[config.mk]
export PLATFORM = sky130hd
export DESIGN_NAME = can_reg_bank
export DESIGN_NICKNAME = d
export VERILOG_FILES = /design/src/rtl/can_reg_bank.sv
export SDC_FILE = /design/constraint.sdc
export NUM_CORES = 1
export LEC_CHECK = 0
export CELL_PAD_IN_SITES_DETAIL_PLACEMENT = 0
export CELL_PAD_IN_SITES_GLOBAL_PLACEMENT = 1
export CORE_MARGIN = 2
export CORE_UTILIZATION = 54
export CTS_BUF_LIST = sky130_fd_sc_hd__clkbuf_8
export DETAILED_ROUTE_END_ITERATION = 8
export PLACE_DENSITY = 0.88
export SYNTH_ARGS = -nofsm -noshare
export SYNTH_HDL_FRONTEND = slang
export SYNTH_SLANG_ARGS = --single-unit
[constraint.sdc]
create_clock -name sys_clk -period 9.73 [get_ports sys_clk]
set_input_delay 1.946 -clock sys_clk [delete_from_list [all_inputs] [get_ports sys_clk]]
set_output_delay 1.946 -clock sys_clk [all_outputs]
set_load 0.01 [all_outputs]
[src/rtl/can_reg_bank.sv]
// Register bank between the CAN user interface and the protocol core:
// mode/bit-timing/interrupt registers, TX staging with TX FIFO, and RX FIFO.
module can_reg_bank #(
  parameter int TX_DEPTH = 4,
  parameter int RX_DEPTH = 4
) (
  input  logic        sys_clk,
  input  logic        IP2Can_reset,
  input  logic        IP2Can_CS,
  input  logic        IP2Can_RW,
  input  logic [7:0]  IP2Can_addr,
  input  logic [31:0] IP2Can_data,
  output logic [31:0] Can2IP_data,
  output logic        Can2IP_ack,
  output logic        Can2IP_interrupt,
  output logic        Can2IP_error,
  output logic        cfg_mode,
  output logic [15:0] btr,
  output logic        tx_valid,
  input  logic        tx_ready,
  output logic [30:0] tx_id,
  output logic [3:0]  tx_dlc,
  output logic [63:0] tx_data,
  input  logic        tx_done,
  input  logic        bus_err,
  input  logic        rx_valid,
  input  logic [30:0] rx_id,
  input  logic [3:0]  rx_dlc,
  input  logic [63:0] rx_data
);
  localparam int TXW = $clog2(TX_DEPTH);
  localparam int RXW = $clog2(RX_DEPTH);
  localparam logic [TXW:0] TX_FULL = (TXW+1)'(TX_DEPTH);
  localparam logic [RXW:0] RX_FULL = (RXW+1)'(RX_DEPTH);

  localparam logic [7:0] A_MODE = 8'h00, A_BTR = 8'h04, A_IER = 8'h08, A_ISR = 8'h0C;
  localparam logic [7:0] A_STATUS = 8'h10, A_TX_ID = 8'h14, A_TX_DLC = 8'h18;
  localparam logic [7:0] A_TX_LO = 8'h1C, A_TX_HI = 8'h20, A_TX_CMD = 8'h24;
  localparam logic [7:0] A_RX_ID = 8'h28, A_RX_DLC = 8'h2C, A_RX_LO = 8'h30;
  localparam logic [7:0] A_RX_HI = 8'h34, A_RX_CMD = 8'h38;

  typedef enum logic {ST_IDLE, ST_DONE} state_t;

  typedef struct packed {
    logic [30:0] id;
    logic [3:0]  dlc;
    logic [63:0] data;
  } frame_t;

  state_t         state;
  logic [3:0]     ier;
  logic           isr_txd, isr_ovr, isr_berr;
  frame_t         stage;
  frame_t         tx_mem [TX_DEPTH];
  frame_t         rx_mem [RX_DEPTH];
  logic [TXW-1:0] tx_wr, tx_rd;
  logic [RXW-1:0] rx_wr, rx_rd;
  logic [TXW:0]   tx_cnt;
  logic [RXW:0]   rx_cnt;

  logic        acc, acc_err, wr_ok;
  logic [31:0] rd_val;
  logic [3:0]  isr, isr_clr;
  frame_t      tx_head, rx_vis;
  logic        rx_empty, rx_full, tx_pop, tx_push, rx_pop, rx_push;

  assign acc      = (state == ST_IDLE) && IP2Can_CS;
  assign rx_empty = (rx_cnt == '0);
  assign rx_full  = (rx_cnt == RX_FULL);
  assign rx_vis   = rx_empty ? '0 : rx_mem[rx_rd];
  assign isr      = {isr_berr, isr_ovr, !rx_empty, isr_txd};
  assign tx_head  = tx_mem[tx_rd];
  assign tx_valid = (tx_cnt != '0);
  assign tx_id    = tx_head.id;
  assign tx_dlc   = tx_head.dlc;
  assign tx_data  = tx_head.data;
  assign tx_pop   = tx_valid && tx_ready;

  // NOTE: every output of this block gets a default first so no latch is inferred.
  always_comb begin
    acc_err = 1'b0;
    rd_val  = '0;
    case (IP2Can_addr)
      A_MODE:   rd_val = {31'b0, cfg_mode};
      A_BTR: begin
        rd_val  = {16'b0, btr};
        acc_err = !IP2Can_RW && !cfg_mode;
      end
      A_IER:    rd_val = {28'b0, ier};
      A_ISR:    rd_val = {28'b0, isr};
      A_STATUS: begin
        rd_val  = {16'b0, 8'(rx_cnt), 8'(tx_cnt)};
        acc_err = !IP2Can_RW;
      end
      A_TX_ID:  rd_val = {1'b0, stage.id};
      A_TX_DLC: rd_val = {28'b0, stage.dlc};
      A_TX_LO:  rd_val = stage.data[31:0];
      A_TX_HI:  rd_val = stage.data[63:32];
      // A push into a full FIFO is accepted only when the core drains an entry this cycle.
      A_TX_CMD: acc_err = IP2Can_RW || (IP2Can_data[0] && tx_cnt == TX_FULL && !tx_pop);
      A_RX_ID:  begin rd_val = {1'b0, rx_vis.id};   acc_err = !IP2Can_RW; end
      A_RX_DLC: begin rd_val = {28'b0, rx_vis.dlc}; acc_err = !IP2Can_RW; end
      A_RX_LO:  begin rd_val = rx_vis.data[31:0];   acc_err = !IP2Can_RW; end
      A_RX_HI:  begin rd_val = rx_vis.data[63:32];  acc_err = !IP2Can_RW; end
      A_RX_CMD: acc_err = IP2Can_RW || (IP2Can_data[0] && rx_empty);
      default:  acc_err = 1'b1;
    endcase
  end

  assign wr_ok   = acc && !IP2Can_RW && !acc_err;
  assign tx_push = wr_ok && (IP2Can_addr == A_TX_CMD) && IP2Can_data[0];
  assign rx_pop  = wr_ok && (IP2Can_addr == A_RX_CMD) && IP2Can_data[0];
  assign rx_push = rx_valid && (!rx_full || rx_pop);
  assign isr_clr = (wr_ok && IP2Can_addr == A_ISR) ? IP2Can_data[3:0] : 4'b0;

  // NOTE: sequential state uses non-blocking assignments only.
  always_ff @(posedge sys_clk or posedge IP2Can_reset) begin
    if (IP2Can_reset) begin
      state            <= ST_IDLE;
      Can2IP_data      <= '0;
      Can2IP_ack       <= 1'b0;
      Can2IP_error     <= 1'b0;
      Can2IP_interrupt <= 1'b0;
      cfg_mode         <= 1'b1;
      btr              <= '0;
      ier              <= '0;
      isr_txd          <= 1'b0;
      isr_ovr          <= 1'b0;
      isr_berr         <= 1'b0;
      stage            <= '0;
      tx_wr            <= '0;
      tx_rd            <= '0;
      tx_cnt           <= '0;
      rx_wr            <= '0;
      rx_rd            <= '0;
      rx_cnt           <= '0;
    end else begin
      case (state)
        ST_IDLE: if (IP2Can_CS) begin
          Can2IP_ack   <= 1'b1;
          Can2IP_error <= acc_err;
          Can2IP_data  <= (IP2Can_RW && !acc_err) ? rd_val : 32'b0;
          state        <= ST_DONE;
        end
        ST_DONE: begin
          Can2IP_ack   <= 1'b0;
          Can2IP_error <= 1'b0;
          if (!IP2Can_CS) state <= ST_IDLE;
        end
        default: state <= ST_IDLE;
      endcase

      if (wr_ok) begin
        case (IP2Can_addr)
          A_MODE:   cfg_mode         <= IP2Can_data[0];
          A_BTR:    btr              <= IP2Can_data[15:0];
          A_IER:    ier              <= IP2Can_data[3:0];
          A_TX_ID:  stage.id         <= IP2Can_data[30:0];
          A_TX_DLC: stage.dlc        <= IP2Can_data[3:0];
          A_TX_LO:  stage.data[31:0] <= IP2Can_data;
          A_TX_HI:  stage.data[63:32] <= IP2Can_data;
          default: ;
        endcase
      end

      // Hardware events win over a same-cycle W1C clear.
      isr_txd  <= tx_done | (isr_txd & ~isr_clr[0]);
      isr_ovr  <= (rx_valid && rx_full && !rx_pop) | (isr_ovr & ~isr_clr[2]);
      isr_berr <= bus_err | (isr_berr & ~isr_clr[3]);
      Can2IP_interrupt <= |(isr & ier);

      if (tx_push) tx_wr <= tx_wr + 1'b1;
      if (tx_pop)  tx_rd <= tx_rd + 1'b1;
      tx_cnt <= tx_cnt + (TXW+1)'(tx_push) - (TXW+1)'(tx_pop);
      if (rx_push) rx_wr <= rx_wr + 1'b1;
      if (rx_pop)  rx_rd <= rx_rd + 1'b1;
      rx_cnt <= rx_cnt + (RXW+1)'(rx_push) - (RXW+1)'(rx_pop);
    end
  end

  // NOTE: FIFO storage is not reset; pointers and counts define what is valid.
  always_ff @(posedge sys_clk) begin
    if (tx_push) tx_mem[tx_wr] <= stage;
    if (rx_push) rx_mem[rx_wr] <= '{id: rx_id, dlc: rx_dlc, data: rx_data};
  end
endmodule

# After elaboration in Yosys (flattened, before gate mapping)
# Memories as Yosys holds them, arrays and structs flattened.
# Index checks and enable logic that the tools add are counted.
# word_totals
regBits,173
mem_bits_rw,792
in_bits,147
output_inout_bits,152
elab_cells,114
n_memories,2
# op_classes
addsub,8
eq_ne,17
mux,14
bitwise_logic,11
n_reduce_logical,41
# memory_table
name,words,width,rd,rd_clocked_by_memory_dff,write_ports,line,rtl
rx_mem,4,99,1,0,1,55,frame_t rx_mem [RX_DEPTH];
tx_mem,4,99,1,0,1,54,frame_t tx_mem [TX_DEPTH];
# ops
op,count
32-bit case mux with 13 select lines,1
99-bit 2-to-1 mux,1
"8-bit by 6-bit == test with 1-bit output, second input constant",7
"8-bit by 5-bit == test with 1-bit output, second input constant",4
32-bit 2-to-1 mux,1
1-bit logical AND,17
"8-bit by 4-bit == test with 1-bit output, second input constant",2
2-bit AND reduction,8
"2-bit by 1-bit adder with 2-bit output, second input constant",4
"8-bit by 3-bit == test with 1-bit output, second input constant",1
8-bit logical NOT,1
1-bit logical NOT,7
1-bit 2-to-1 mux,7
7-bit OR reduction,1
3-bit by 1-bit adder with 3-bit output,2
"3-bit == test, second input constant",2
3-bit by 1-bit subtractor with 3-bit output,2
1-bit case mux with 5 select lines,1
5-bit OR reduction,1
4-bit AND,1
4-bit 2-to-1 mux,1
1-bit inverter,4
1-bit case mux with 2 select lines,2
4-bit OR reduction,1
6 further kinds,12

# Depth between registers and ports, before layout
# Gate-level depths: netlist (run 1).
# depth
depth_word,14
depth_mapped,13
mapped_depth_nobuf,11

# Worst setup path before layout (run 1)
# Ideal clock, no wire load.
# synth_timing
path_type,input-to-reg
from,in IP2Can_addr[7]
to,"mem rx_mem[0][0] (netlist bit), enable pin"
setup_ns,0.558
arrival_ns,7.439
required_ns,9.172
setup_slack_ns,1.733
stages,6
n_path_buf,1
path_cell_list,buf_2 > or4_4 > a2111oi_2 > a32o_2 > a41oi_4 > nor2_1
# synth_via
elab_chain_len,11
elab_cells_between_ends,26
cone_classes,14 x eq/ne; 3 x mux; 9 x reduce/logical
# synth_lines
item,line,rtl
"start, declared",11,"input logic [7:0] IP2Can_addr,"
"8-bit by 4-bit == test with 1-bit output, or another cell as far along",83,case (IP2Can_addr)
7-bit OR reduction (no line) or 5-bit OR reduction (tied branches),--,
1-bit case mux with 5 select lines,83,
1-bit logical NOT,110,assign wr_ok = acc && !IP2Can_RW && !acc_err;
1-bit logical AND,110,
1-bit logical AND * (2 in a row),112,assign rx_pop = wr_ok && (IP2Can_addr == A_RX_CMD) && IP2Can_data[0];
1-bit logical OR *,113,assign rx_push = rx_valid && (!rx_full || rx_pop);
1-bit logical AND *,113,
1-bit 2-to-1 mux *,184,"if (rx_push) rx_mem[rx_wr] <= '{id: rx_id, dlc: rx_dlc, data: rx_data};"
1-bit 2-to-1 mux (implied by the code) *,184,
"end, declared",55,
# Every way passes the cells marked *; elsewhere a longest branch is shown, timed or not.

# Worst setup path after layout (run 1)
# layout_timing
from,reg tx_rd[0]
to,out tx_data[47]
# layout_via
elab_chain_len,1
# layout_lines
item,line,rtl
"start, declared",56,"logic [TXW-1:0] tx_wr, tx_rd;"
"start signal, assigned",173,if (tx_pop) tx_rd <= tx_rd + 1'b1;
memory 4 x 99 bit,--,
"end, declared",23,"output logic [63:0] tx_data,"
# No other way between the ends.

==> results of run 1 <==
-- worst paths after layout --
kind                                                 end  slack, ps                  from  depth (start not counted)
worst max register to register   rx_mem[1][93]$_DFFE_PP_       5780       state$_DFF_PP0_                          7
worst min-delay path            Can2IP_error$_DFFE_PP0P_        460       state$_DFF_PP0_                          1
worst min register to register  Can2IP_error$_DFFE_PP0P_        460       state$_DFF_PP0_                          1
worst max-delay path                         tx_data[47]       4230  tx_rd[0]$_DFFE_PP0P_                          3
min in group asynchronous          stage[18]$_DFFE_PP0P_       1740          IP2Can_reset                          2
max in group asynchronous           rx_rd[0]$_DFFE_PP0N_       6600          IP2Can_reset                          3
-- power by group --
group / leakage (nW) / total [mW] / internal, mW / switching [mW]
Sequential: 10.2 / 5.06 / 4.87 / 0.190
Clock: 1.62 / 3.05 / 1.58 / 1.47
Combinational: 3.92 / 1.48 / 0.752 / 0.727
-- stage by stage --
stage / setup slack (ps) / hold WS (ps) / total power [mW] / cell area (um^2) / util
2_1_floorplan: 1730 / 416 / 5.97 / 36800 / -
3_3_place_gp: 3620 / 441 / 6.59 / 40900 / 0.606
3_5_place_dp: 3470 / 439 / 6.65 / 40900 / 0.606
4_1_cts: 4070 / 455 / 9.69 / 43600 / 0.647
5_1_grt: 3930 / 487 / 9.95 / 43600 / 0.647
6_report: 4230 / 457 / 9.59 / 43600 / 0.647
-- cell type report --
| type | count | area [um^2] | share of cell area |
|---|---|---|---|
| Inverter | 22 | 90.1 | 0.00207 |
| Antenna cell | 5 | 12.5 | 0.000287 |
| Clock buffer | 155 | 2130 | 0.0489 |
| Timing Repair Buffer | 331 | 3230 | 0.0741 |
| Multi-Input combinational cell | 643 | 8330 | 0.191 |
| Tap cell | 873 | 1090 | 0.0251 |
| Sequential cell | 965 | 28100 | 0.645 |
| Clock inverter | 112 | 587 | 0.0135 |
-- routing by layer --
layer	up-vias	wire length, um	GRT usage	part of all wire
met1	9835	33100	0.326	0.40
li1	7983	-	-	-
met3	132	7220	0.0709	0.087
met2	870	40400	0.373	0.49
met5	-	77	0	0.00093
met4	12	2090	0.0817	0.025
-- layout by cell type, fill, tap and decap left out, types with 9 or more instances in the layout --
cell type	count
clkinv_1	24
a222oi_1	26
o221ai_1	22
edfxtp_1	792
clkinv_2	9
ha_1	12
mux2_2	119
clkbuf_8	155
a22oi_1	18
inv_1	86
nand3_1	11
nor2_1	14
a211o_1	10
dfrtp_1	168
clkdlybuf4s50_1	298
mux4_2	199
a22o_1	35
nand2_1	44
a21oi_1	31
buf_4	33
-- flip-flops by register name, summed over array words and instances (netlist names) --
signal / count
Can2IP_ack: 1
Can2IP_data: 32
Can2IP_error: 1
Can2IP_interrupt: 1
btr: 16
cfg_mode: 1
ier: 4
isr_berr: 1
isr_ovr: 1
isr_txd: 1
rx_cnt: 3
rx_mem: 396
rx_rd: 2
rx_wr: 2
stage: 99
state: 1
tx_cnt: 3
tx_mem: 396
tx_rd: 2
tx_wr: 2
-- logic make-up after synthesis --
logic type	synth area share
AO/OA/AOI/OAI	0.0377
XOR/XNOR	0.00238
adder cells (fa/ha/maj)	0.00516
buffers and inverters	0.0136
flip-flops	0.763
multiplexers	0.160
AND/OR/NAND/NOR	0.0180
-- critical path, cell delays in order, from the launching register on --
cell and delay [ps]:
dfrtp_4 840, buf_4 730, mux4_2 680, clkdlybuf4s50_1 510
==> flow_metrics.tcl, run 1 <==
set metrics [dict create \
    synth_flop_cell "edfxtp_1" \
    ys_seq_area_frac 0.763 \
    io_pins 299 \
    ant_nets 0 \
    drt-initial-drc-count 2173 \
    grt_pass1_vias 19500 \
    p_leak_nw 15.7 \
    ys_top_cells_by_count "792 x edfxtp_1, 199 x mux4_2, 172 x dfrtp_1" \
    cts_root_buf "clkbuf_8" \
    synthCells 1726 \
    port_buffers 298 \
    synth_top_area_frac 0.646 \
    cp.arrival_ps 3550 \
    core_mm2 0.0674 \
    gp_congestion 0.840 \
    async_flop_share 0.179 \
    finalSetupViolations 0 \
    skew_ps 16.6 \
    worstMarginPinSlew_ps 1270 \
    wirelength_um 82900 \
    rsz0062_at_grt "false" \
    grt_start_max_net_pins 119 \
    synth_area_leaders "edfxtp_1 65%, mux4_2 12%, dfrtp_1 12%, mux2_2 3.6%, a22o_1 0.83%" \
    postCtsSetupBuffers 0 \
    fp.dieH_um 265 \
    fill_cells 4374 \
    globalRouteOverflowTotal 0 \
    fin_crit_sh 0.565 \
    yosysMostFrequentCell "edfxtp_1" \
    rows 95 \
    first_pass_iters 5 \
    worstSetupPathType "flop to output port" \
    ys_ff_latch 965 \
    max_freq_mhz 182 \
    finalHoldViolCount 0 \
    areaGrowthSynthToFinish_pct 18.4 \
    ctsHoldBuffers 0 \
    drc 0 \
    clock_latency_ps 780 \
    max_cap_viol_count 0 \
    initial_utilization 0.547 \
    hp-class "flop to flop" \
    synth_area_per_cell_um2 21.3 \
    synth_top_area_cell "edfxtp_1" \
    dieArea_mm2 0.0703 \
    cts_tree "built" \
    antenna_found_initial 12 \
    critPathMaxFanout 38 \
    relSlewSlack 0.152 \
    synth_edf_count 792 \
    post-route-min-period_ps 5500 \
    endpoint_kind "output port" \
    die_x_um 265 \
    required_ps 7780 \
    syn_nets 1887 \
    place_hpwl_um 52200 \
    numCtsBuffers 145 \
    dp_cells 2834 \
    cts_resized 0 \
    grt_pass1_wl_um 122000 \
    ir_drop_v 0.000121 \
    cts_buffer_depth 3 \
    yosys_warnings 0 \
    status "complete, no violations" \
    clk_pin_slew_worst_paths_ps 60 \
    clkSinkCount 965 \
    synth_area_mm2 0.0368 \
    vias_per_cell 6.06 \
    instances_no_fill 3106 \
    wl_per_cell_um 26.7 \
    nNetsFinal 2269 \
    grt_util_all_layers 0.239 \
    power.density_mw_per_mm2 220 \
    drive_gt1_frac 0.253 \
    dr_total_vias 18800 \
    start_kind "flop" \
    setup_tns_ps 0 \
    report.final.slew_viol_count 0 \
    yosysUniqueCellTypes 66 \
    htree_levels 4 \
]
Note: power is estimated with default switching activity, not from simulation.
==> run 2, diff against run 1 <==
CORE_UTILIZATION = 48   (was 54)
PLACE_DENSITY = 0.83   (was 0.88)
clock period = 4.6 ns   (was 9.73 ns; I/O delays follow)
==> run 2 against run 1 <==
Net effect: hold slack improved by 33 ps; critical path type unchanged; worst setup slack got worse by 3700 ps; sequential share of layout area down 1.3 points; die area increased by 12%; combinational power grew 120%; largest cell class unchanged; clock-buffer cell count grew 4; utilization is 6.1 points lower; critical path depth did not move; first-iteration DRC count decreased by 8.7%; via count grew 0.94%; critical endpoint is now tx_data[12].
==> flow_metrics.tcl, run 2 (synthesis results as in run 1) <==
set metrics [dict create \
    cp.arrival_ps 3110 \
    path_cells "buf_12 > mux4_2 > clkdlybuf4s50_1" \
    drive_gt1_frac 0.273 \
    layout.cells.most_common "edfxtp_1" \
    finalHoldViolCount 0 \
    globalRouteOverflowTotal 0 \
    cts_resized 0 \
    cts_root_buf "clkbuf_8" \
    first_pass_iters 6 \
    gp_congestion 0.874 \
    drc 0 \
    nNetsFinal 2307 \
    vias_per_cell 5.75 \
    clock_latency_ps 790 \
    place_ws_ps 431 \
    drt-initial-drc-count 1985 \
    skew_ps 30.4 \
    final_cell_mix "792 x edfxtp_1, 298 x clkdlybuf4s50_1, 199 x mux4_2" \
    r2r-start "tx_cnt[1]$_DFF_PP0_" \
    initial_utilization 0.485 \
    dieArea_mm2 0.0790 \
    report.final.slew_viol_count 0 \
    worstSetupPathType "flop to output port" \
    hp-class "flop to flop" \
    clk_pin_slew_worst_paths_ps 60 \
    cpPeakStageDelay_ps 760 \
    wl_per_cell_um 26.0 \
    grt_pass1_vias 19800 \
    grt_util_all_layers 0.220 \
    status "complete, no violations" \
    ctsHoldBuffers 0 \
    setup_tns_ps 0 \
    critPathTopFamily "buffers and inverters" \
    postCtsSetupBuffers 0 \
    post-route-min-period_ps 4030 \
    fp.dieH_um 281 \
    max_freq_mhz 248 \
    port_buffers 298 \
    grt_pass1_wl_um 127000 \
    htree_levels 4 \
    p_leak_nw 15.9 \
    crit_start "tx_rd[0]$_DFFE_PP0P_" \
    ir_drop_v 0.000296 \
    fin_crit_sh 0.876 \
    start_kind "flop" \
    finalSetupViolations 0 \
    endpoint_kind "output port" \
    io_pins 299 \
    core_mm2 0.0759 \
    critPathMaxFanout 40 \
    holdCritStartpoint "Can2IP_data[27]$_DFFE_PP0P_" \
    grt_start_max_net_pins 93 \
    die_x_um 281 \
    worstMarginPinSlew_ps 1150 \
    cts_tree "built" \
    power.density_mw_per_mm2 463 \
    relSlewSlack 0.216 \
    reg_top3 "rx_mem (396), tx_mem (396), stage (99)" \
    cts_buffer_depth 3 \
    numCtsBuffers 147 \
    rows 101 \
    required_ps 3680 \
    rsz0062_at_grt "false" \
    place_hpwl_um 56300 \
    clkSinkCount 965 \
    dr_total_vias 19000 \
    wirelength_um 85800 \
    areaGrowthSynthToFinish_pct 20.7 \
    fin_util 0.586 \
    setup_slack_ps 571 \
    antenna_found_initial 9 \
    ant_nets 0 \
    critical_path.n_buffers_inverters 2 \
    slowest_stage "dfrtp_4" \
    max_cap_viol_count 0 \
]
-- run 2: final cells by class --
type,count,area (um^2)
timing repair buffer,367,3830
antenna,6,15.0
multi-input combinational,643,8340
tap,1030,1290
fill,5406,31500
sequential,965,28100
clock inverter,112,612
inverter,22,86.3
clock buffer,159,2190
-- run 2: worst min-delay path: stages, from the launching register on --
cell      delay [ps]
dfrtp_1          340
nand2_1           50
o221ai_1          60
-- run 2: report_power, final --
part           internal [mW]  switching (mW)  total [mW]
Combinational           1.68            1.63        3.32
Sequential              10.3           0.351        10.6
Clock                   3.39            3.25        6.64
Total                   15.4            5.23        20.6
-- run 2: routing by layer --
| layer | up-vias | track usage | part of all wire |
|---|---|---|---|
| met4 | 6 | 0.0699 | 0.021 |
| met5 | - | 0 | 0.00054 |
| li1 | 8065 | - | - |
| met2 | 834 | 0.343 | 0.48 |
| met1 | 9974 | 0.310 | 0.42 |
| met3 | 130 | 0.0505 | 0.080 |
-- run 2: per-stage QoR --
stage	std cells	hold WS [ps]	total power, mW	area (um^2)
finish	3304	489	20.6	44500
detailed placement	3027	479	14.2	41700
CTS	3298	493	20.8	44500
floorplan	1726	416	12.6	36900
global placement	3027	471	14.1	41700
global route	3303	523	21.4	44500
-- run 2: path summary, 6_finish.rpt --
| path | slack (ps) | endpoint | depth (start not counted) |
|---|---|---|---|
| setup / recovery | 570 | tx_data[12] | 3 |
| hold / removal | 490 | Can2IP_data[27]$_DFFE_PP0P_ | 2 |
| setup reg to reg | 1520 | rx_cnt[2]$_DFF_PP0_ | 10 |
| hold reg to reg | 490 | Can2IP_data[27]$_DFFE_PP0P_ | 2 |
| max in group asynchronous | 3020 | Can2IP_data[18]$_DFFE_PP0P_ | 3 |
| min in group asynchronous | 590 | Can2IP_data[7]$_DFFE_PP0P_ | 2 |
==> run 3, diff against run 2 <==
ABC_AREA = 0   (was default)
CORE_ASPECT_RATIO = 1.1   (was default)
==> run 3 against run 2 <==
Net effect: worst setup slack gained 29 ps; critical endpoint is now tx_data[57]; routed wire length is essentially flat; via count grew 0.12%; clock-buffer cell count shrank 6; sequential power is essentially flat; clock power is essentially flat; largest cell class unchanged; sequential cell count is the same; sequential share of layout area grew 0.14 points; maximum frequency grew 0.71%; cell count shrank 0.45%; combinational power grew 1%.
==> flow_metrics.tcl, run 3 (synthesis results as in run 1) <==
set metrics [dict create \
    htree_levels 4 \
    skew_ps 38.1 \
    wirelength_um 85700 \
    place_hpwl_um 55600 \
    rsz0062_at_grt "false" \
    fin_util 0.584 \
    place_ws_ps 332 \
    clock_latency_ps 800 \
    first_pass_iters 7 \
    fp.dieH_um 295 \
    grt_pass1_vias 19700 \
    hp-class "flop to flop" \
    relSlewSlack 0.406 \
    fin_crit_sh 0.870 \
    report.final.slew_viol_count 0 \
    clk_pin_slew_worst_paths_ps 60 \
    top_usage_layer "met2" \
    cp.arrival_ps 3080 \
    rows 106 \
    finalSetupViolations 0 \
    endpoint_kind "output port" \
    setup_slack_ps 599 \
    ant_nets 0 \
    critPathMaxFanout 44 \
    status "complete, no violations" \
    worstMarginPinSlew_ps 892 \
    start_kind "flop" \
    max_freq_mhz 250 \
    final_cell_mix "792 x edfxtp_1, 298 x clkdlybuf4s50_1, 199 x mux4_2" \
    p_leak_nw 15.9 \
    gr-usage-met1 0.296 \
    numCtsBuffers 146 \
    drc 0 \
    ctsHoldBuffers 0 \
    cts_buffer_depth 3 \
    post-route-min-period_ps 4000 \
    finalHoldViolCount 0 \
    cts_resized 0 \
    power.density_mw_per_mm2 462 \
    reg_top3 "rx_mem (396), tx_mem (396), stage (99)" \
    wl_per_cell_um 26.1 \
    dr_total_vias 19000 \
    antenna_found_initial 3 \
    worstSetupPathType "flop to output port" \
    clkSinkCount 965 \
    nNetsFinal 2308 \
    die_x_um 268 \
    io_pins 299 \
    finalPower_mw 20.5 \
    cts_root_buf "clkbuf_8" \
    port_buffers 298 \
    grt_use_met2 0.356 \
    grt_pass1_wl_um 127000 \
    required_ps 3680 \
    areaGrowthSynthToFinish_pct 20.5 \
    gp_congestion 0.838 \
    vias_per_cell 5.79 \
    core_mm2 0.0760 \
    grt_util_met3 0.0505 \
    layout.cells.most_common "edfxtp_1" \
    max_cap_viol_count 0 \
    postCtsSetupBuffers 0 \
    initial_utilization 0.485 \
    grt_start_max_net_pins 87 \
    cts_tree "built" \
    ir_drop_v 0.000398 \
    globalRouteOverflowTotal 0 \
    grt_util_all_layers 0.221 \
    drive_gt1_frac 0.270 \
    dieArea_mm2 0.0790 \
    drt-initial-drc-count 2076 \
]
## run 3: cell types whose count changed in the layout (fill, tap and decap cells not counted), moves of 3 or more
cell,delta
clkbuf_8,-6
inv_6,+6
buf_4,+5
clkinv_1,-5
and2_1,+3
and2_2,-3
buf_12,-3
bufinv_16,+3
clkinvlp_4,-3
## run 3: cell type report
class | instances | area (um^2)
antenna | 4 | 10.0
clock buffer | 153 | 2110
clock inverter | 107 | 637
fill | 5391 | 31600
inverter | 22 | 86.3
multi-input combinational | 643 | 8330
sequential | 965 | 28100
tap | 1026 | 1280
timing repair buffer | 369 | 3800
## run 3: where the power goes
group          switching, mW  internal (mW)
Clock                   3.17           3.43
Combinational           1.71           1.65
Sequential             0.267           10.3
## run 3: metrics by stage
step,cells,area (um^2),hold slack (ps),TNS [ps]
floorplan,1726,36900,416,-500390
global placement,3025,41600,459,0
detailed placement,3025,41600,459,0
CTS,3285,44400,473,0
global route,3286,44400,506,0
finish,3289,44400,471,0
## run 3: worst max-delay path, cell delays in order, from the launching register on
cell and delay, ps:
dfrtp_4 420, buf_4 670, mux4_2 600, clkdlybuf4s50_1 540
## run 3: final timing paths
path	slack, ps	start	endpoint	cells past startpoint
setup / recovery	600	tx_rd[0]$_DFFE_PP0P_	tx_data[57]	3
hold reg to reg	470	state$_DFF_PP0_	Can2IP_ack$_DFFE_PP0P_	1
hold / removal	470	state$_DFF_PP0_	Can2IP_ack$_DFFE_PP0P_	1
setup reg to reg	1460	tx_cnt[1]$_DFF_PP0_	rx_cnt[2]$_DFF_PP0_	10
max in group asynchronous	3220	IP2Can_reset	Can2IP_data[23]$_DFFE_PP0P_	3
min in group asynchronous	590	IP2Can_reset	Can2IP_interrupt$_DFF_PP0_	2
## run 3: per-layer routing
metal	up-vias	wire length, um
met5	-	12
li1	8060	-
met4	2	2290
met3	153	6750
met2	849	42600
met1	9967	34100
